===== src/rtl/seg_scan_ctrl.sv =====
// Time-multiplexed 7-segment scan driver with frame-aligned page double buffering
// and per-digit blinking. Outputs are registered from next-state values.
module seg_scan_ctrl #(
   parameter int DIGITS    = 4,
   parameter int DIV       = 1000,
   parameter int BLINK_DIV = 64
) (
   input  logic                  clk,
   input  logic                  reset,
   input  logic [4*DIGITS-1:0]   page_data,
   input  logic                  page_load,
   input  logic                  blink_en,
   input  logic [DIGITS-1:0]     blink_mask,
   output logic [DIGITS-1:0]     an,
   output logic [3:0]            digit_val,
   output logic                  blank,
   output logic                  frame_done
);

   localparam int PW = (DIV > 1) ? $clog2(DIV) : 1;
   localparam int IW = (DIGITS > 1) ? $clog2(DIGITS) : 1;
   localparam int FW = (BLINK_DIV > 1) ? $clog2(BLINK_DIV) : 1;

   localparam logic [PW-1:0]       P_LAST     = PW'(DIV - 1);
   localparam logic [IW-1:0]       I_LAST     = IW'(DIGITS - 1);
   localparam logic [FW-1:0]       F_LAST     = FW'(BLINK_DIV - 1);
   localparam logic [4*DIGITS-1:0] BLANK_PAGE = {DIGITS{4'hF}};

   logic [PW-1:0]       p, p_n;
   logic [IW-1:0]       idx, idx_n;
   logic [FW-1:0]       fcnt, fcnt_n;
   logic                ph, ph_n;
   logic [4*DIGITS-1:0] active, active_n;
   logic [4*DIGITS-1:0] pending, pending_n;
   logic                pend_v, pend_v_n;

   logic                tick;
   logic                boundary;
   logic [3:0]          nibble;
   logic                suppress;
   logic [DIGITS-1:0]   an_n;

   always_comb begin
      tick      = (p == P_LAST);
      boundary  = tick && (idx == I_LAST);

      p_n       = tick ? '0 : p + PW'(1);
      idx_n     = idx;
      if (tick) begin
         idx_n = (idx == I_LAST) ? '0 : idx + IW'(1);
      end

      fcnt_n    = fcnt;
      ph_n      = ph;
      active_n  = active;
      pending_n = pending;
      pend_v_n  = pend_v;

      if (page_load) begin
         pending_n = page_data;
         pend_v_n  = 1'b1;
      end

      if (boundary) begin
         // A load landing on the boundary itself bypasses the pending buffer.
         if (page_load) begin
            active_n = page_data;
         end else if (pend_v) begin
            active_n = pending;
         end
         pend_v_n = 1'b0;

         if (fcnt == F_LAST) begin
            fcnt_n = '0;
            ph_n   = ~ph;
         end else begin
            fcnt_n = fcnt + FW'(1);
         end
      end

      nibble   = active_n[{idx_n, 2'b00} +: 4];
      suppress = (nibble == 4'hF) || (blink_en && blink_mask[idx_n] && ph_n);

      an_n = '1;
      for (int i = 0; i < DIGITS; i++) begin
         an_n[i] = (idx_n != IW'(i));
      end
      if (suppress) begin
         an_n = '1;
      end
   end

   always_ff @(posedge clk) begin
      if (reset) begin
         p          <= '0;
         idx        <= '0;
         fcnt       <= '0;
         ph         <= 1'b0;
         active     <= BLANK_PAGE;
         pending    <= BLANK_PAGE;
         pend_v     <= 1'b0;
         an         <= '1;
         digit_val  <= 4'h0;
         blank      <= 1'b1;
         frame_done <= 1'b0;
      end else begin
         p          <= p_n;
         idx        <= idx_n;
         fcnt       <= fcnt_n;
         ph         <= ph_n;
         active     <= active_n;
         pending    <= pending_n;
         pend_v     <= pend_v_n;
         an         <= an_n;
         digit_val  <= nibble;
         blank      <= suppress;
         frame_done <= boundary;
      end
   end

endmodule


===== config.mk =====
export PLATFORM = sky130hd
export DESIGN_NAME = seg_scan_ctrl
export DESIGN_NICKNAME = d
export VERILOG_FILES = /design/src/rtl/seg_scan_ctrl.sv
export SDC_FILE = /design/constraint.sdc
export NUM_CORES = 1
export LEC_CHECK = 0
export BUFFER_PORTS_ARGS = -buffer_cell sky130_fd_sc_hd__buf_4
export CAP_MARGIN = 20
export CORE_MARGIN = 1.5
export CORE_UTILIZATION = 51
export DETAILED_ROUTE_END_ITERATION = 8
export PLACE_DENSITY = 0.84
export SETUP_SLACK_MARGIN = 0.05
export SYNTH_ARGS = -nofsm -noshare
export SYNTH_HDL_FRONTEND = slang
export SYNTH_SLANG_ARGS = --single-unit
export TNS_END_PERCENT = 50

===== constraint.sdc =====
create_clock -name clk -period 2.93 [get_ports clk]
set_clock_uncertainty 0.15 [all_clocks]
set_input_delay 0.293 -clock clk [delete_from_list [all_inputs] [get_ports clk]]
set_output_delay 0.293 -clock clk [all_outputs]
set_load 0.03 [all_outputs]

==> results.txt <==
----------------------------------------------------
[Status]
  Run status ... completed

[Timing]
  Final setup violation count ... 0
  Final hold slack ... 0.0237 ns
  Number of max-slew violations in the final report ... 0
  Slew at the pin closest to its max-slew limit ... 0.607 ns
  Highest achievable clock rate ... 351 MHz
  Final number of hold-violating endpoints ... 0
  Ratio of final minimum period to clock period ... 97.1%
  Final critical-path required period ... 2.85 ns
  Worst-case headroom to the max-slew limit ... 59.0%
  Unrepaired setup endpoints after global routing ... false

[Synth]
  Instance count of the mapped netlist ... 282
  Ys async rst share ... 0%
  Post-synthesis xor/xnor area fraction ... 4.25%
  Post-synthesis sequential element count ... 62
  Number of distinct library cells after synthesis ... 40
  Adder-cell share of the synthesized area ... 1.40%
  Yosys warning count ... 0
  Commonest cells post-synth ... dfxtp_1 (62), nand2_1 (31), nand2b_1 (21), nor2_1 (18), nand3_1 (16)
  Combinational family with the most area after synthesis ... simple AND/OR/NAND/NOR gates
  Number of synthesized flops with an enable pin ... 0
  Library cell occupying the most area in the post-synthesis netlist ... dfxtp_1
  Top cell type's share of synthesized area ... 46.4%
  Synth top area cells ... dfxtp_1 (46%), nand2b_1 (4.9%), nand2_1 (4.3%)
  Sequential element share of the synthesized area ... 46.4%
  Average cell area after synthesis ... 9.49 sq um
  Synthesized-area fraction occupied by ao, oa, aoi and oai cells ... 14.7%
  Top FF cell, synth ... dfxtp_1
  Number of nets in the synthesized netlist ... 309
  Share of synthesized area spent on multiplexers ... 7.25%
  Summed instance area of the synthesized netlist ... 2680 sq um
  Simple logic cell fraction of the synthesized area ... 23.2%
  Library cell with the highest instance count after synthesis ... dfxtp_1

[Worst setup path]
  R2r setup slk ... 0.08 ns
  Crit-path max FO ... 5
  Endpoint of the most critical setup path ... an[3]
  Class of the most critical setup path ... reg2reg
  Req. time, crit path ... 2.98 ns
  Worst flop-to-flop path startpoint ... p[3]
  Critical Path Start Type ... flip-flop
  Worst-case reg-to-reg path depth ... 7
  Crit path from ... p[3]
  Worst reg2reg path endpoint ... an[3]
  Signal arrival time at the worst endpoint ... 2.90 ns
  CP endpoint kind ... flip-flop

[Detailed routing]
  Drc violations ... 0
  Starting DRT DRC Count ... 164
  Via count ... 2,272
  Final routed wirelength across all metal layers ... 6320 um
  Count of antenna-violating nets left after detailed routing ... 0
  Number of optimization iterations in the first detailed-route pass ... 4
  Wire length per cell after detailed routing ... 15.6 um
  Post-detailed-route via-to-cell ratio ... 5.60

[Floorplanning]
  Number of placement rows ... 26
  Vertical die dimension ... 75.4 um
  Placeable Area ... 5070 sq um
  Effective utilization at floorplan ... 52.7%
  Ports ... 34
  Die Span X ... 75.4 um
  Total die area ... 5690 sq um

[Clock tree]
  CTS Hold Buffers Added ... 0
  Reg clk slew, reported paths ... 0.07 ns
  Worst-Skew Late Latency ... 0.34 ns
  Bufs on Longest Clock Path ... 2
  Clock tree from TritonCTS ... built
  Number of CTS-inserted buffers ... 9
  Cell at the root of the clock tree ... clkbuf_8
  Sink count of the clock tree ... 62
  H-tree lvl count ... 3

[Placed design]
  Weighted congestion reported at the end of routability-driven placement ... 0.829
  Number of port buffers ... 33
  Detailed placement HPWL ... 4280 um

[GRT]
  Global-route wire length before repair ... 10,200 um
  Global route hottest layer ... met2
  Number of global-route vias before repair ... 2,211
  GR Util met3 ... 4.50%
  Global-route congestion overflow total ... 0
  Pin count of the biggest net entering global routing ... 28
  Antenna violations before repair ... 0
  Total global-route track usage ... 24.3%
  M2 GR Usage ... 40.9%
  Met1 usage ... 29.3%

[Power]
  Peak supply drop ... 0.000227 V
  Overall power after layout ... 1.70 mW
  Cell Pwr Density ... 500 nW/um^2
  Leak pwr ... 1.31 nW

[Final layout]
  Area delta synth->final ... 27.3%
  Count of inserted antenna diode cells ... 0
  Number of fill cells in the layout ... 408
  Fraction of layout instances using a drive strength above 1 ... 33.3%
  Total number of nets in the final design ... 361

[Flow run]
  Maxcap violations ... 0

[Hold path]
  Hold crit path type ... in2reg

----------------------------------------------------
through the flow:
step           setup TNS [ns]  worst slack, ns  cell area (sq um)  util [%]  cells
2_1_floorplan               0            0.146               2680         -    282
3_3_place_gp                0           0.0159               3050      60.1    385
3_5_place_dp          -0.0302          -0.0131               3050      60.2    386
4_1_cts                     0           0.0600               3280      64.7    401
5_1_grt                     0         0.000739               3410      67.1    406
6_report                    0           0.0837               3410      67.1    406
kinds of logic (layout without fill, tap and decap cells):
kind of cell,after synthesis,after routing
compound gates,53,53
xor+xnor,13,13
fa+ha+maj,3,3
buf+inv,18,71
flops,62,62
mux,14,14
simple gates,119,120
report_power, final:
part,switching (mW),total [mW],internal [mW]
sequential,0.0130,0.877,0.864
combinational,0.0597,0.111,0.0516
clock,0.313,0.714,0.401
placed cells by master, fill, tap and decap left out, types with 3 or more instances in the layout:
cell type,Yosys,routed
nand2b_1,21,21
a22oi_1,8,3
dfxtp_1,62,56
nand2_1,31,31
nand3_2,0,3
mux2i_1,7,7
and3_1,5,5
o21ai_1,0,5
nand3_1,16,13
a21oi_1,11,11
nand4_1,3,3
nor3_1,5,5
clkbuf_8,0,10
o32a_1,6,6
o21ai_0,11,4
a22oi_2,0,5
o221a_2,6,6
inv_1,6,6
buf_4,0,51
dfxtp_2,0,4
nor2_1,18,18
and2_1,4,4
xnor2_1,6,6
mux2_2,3,3
mux4_2,4,4
or2_2,8,8
xor2_1,7,7
registers in the layout, summed over array words and instances (netlist names):
signal      cells
frame_done      1
blank           1
digit_val       4
an              4
pend_v          1
p              10
fcnt            6
idx             2
ph              1
active         16
pending        16
critical path, cell delays in order, from the launching register on:
cell and delay, ns:
dfxtp_4 0.35, or3b_4 0.43, or4_4 0.57, a22oi_2 0.19, o21ai_2 0.10, mux4_2 0.51, a41oi_4 0.29, nand3_1 0.12
cell type report:
type / count / area [sq um] / area share (%)
Inverter: 6 / 22.5 / 0.661
Clock inverter: 2 / 35.0 / 1.03
Timing Repair Buffer: 52 / 388 / 11.4
Clock buffer: 11 / 141 / 4.15
Sequential cell: 62 / 1250 / 36.8
Multi-Input combinational cell: 203 / 1480 / 43.4
Tap cell: 70 / 87.6 / 2.57
metal layers:
layer | up-vias | routed length (um)
met5 | - | 0
met3 | 19 | 271
met2 | 63 | 3120
met1 | 1076 | 2730
li1 | 1114 | -
met4 | 0 | 194
repair_timing:
item,CTS,global route
pin swaps,3,6
gates cloned,1,0
setup buffers,1,5
endpoints found under the hold margin,0,0
setup endpoints to repair,5,5
resized for setup,9,26
how the worst min path moves through the flow:
stage                   from           to  slack (ns)  cells after the start
2_1_floorplan   page_data[4]   pending[4]        0.26                      2
3_3_place_gp      pending[6]   pending[6]        0.28                      2
5_1_grt        page_data[14]  pending[14]        0.03                      3
3_5_place_dp     pending[10]  pending[10]        0.29                      2
4_1_cts         page_data[5]   pending[5]        0.02                      3
6_report       page_data[10]  pending[10]        0.02                      3
Power figures use the tool's default switching activity.
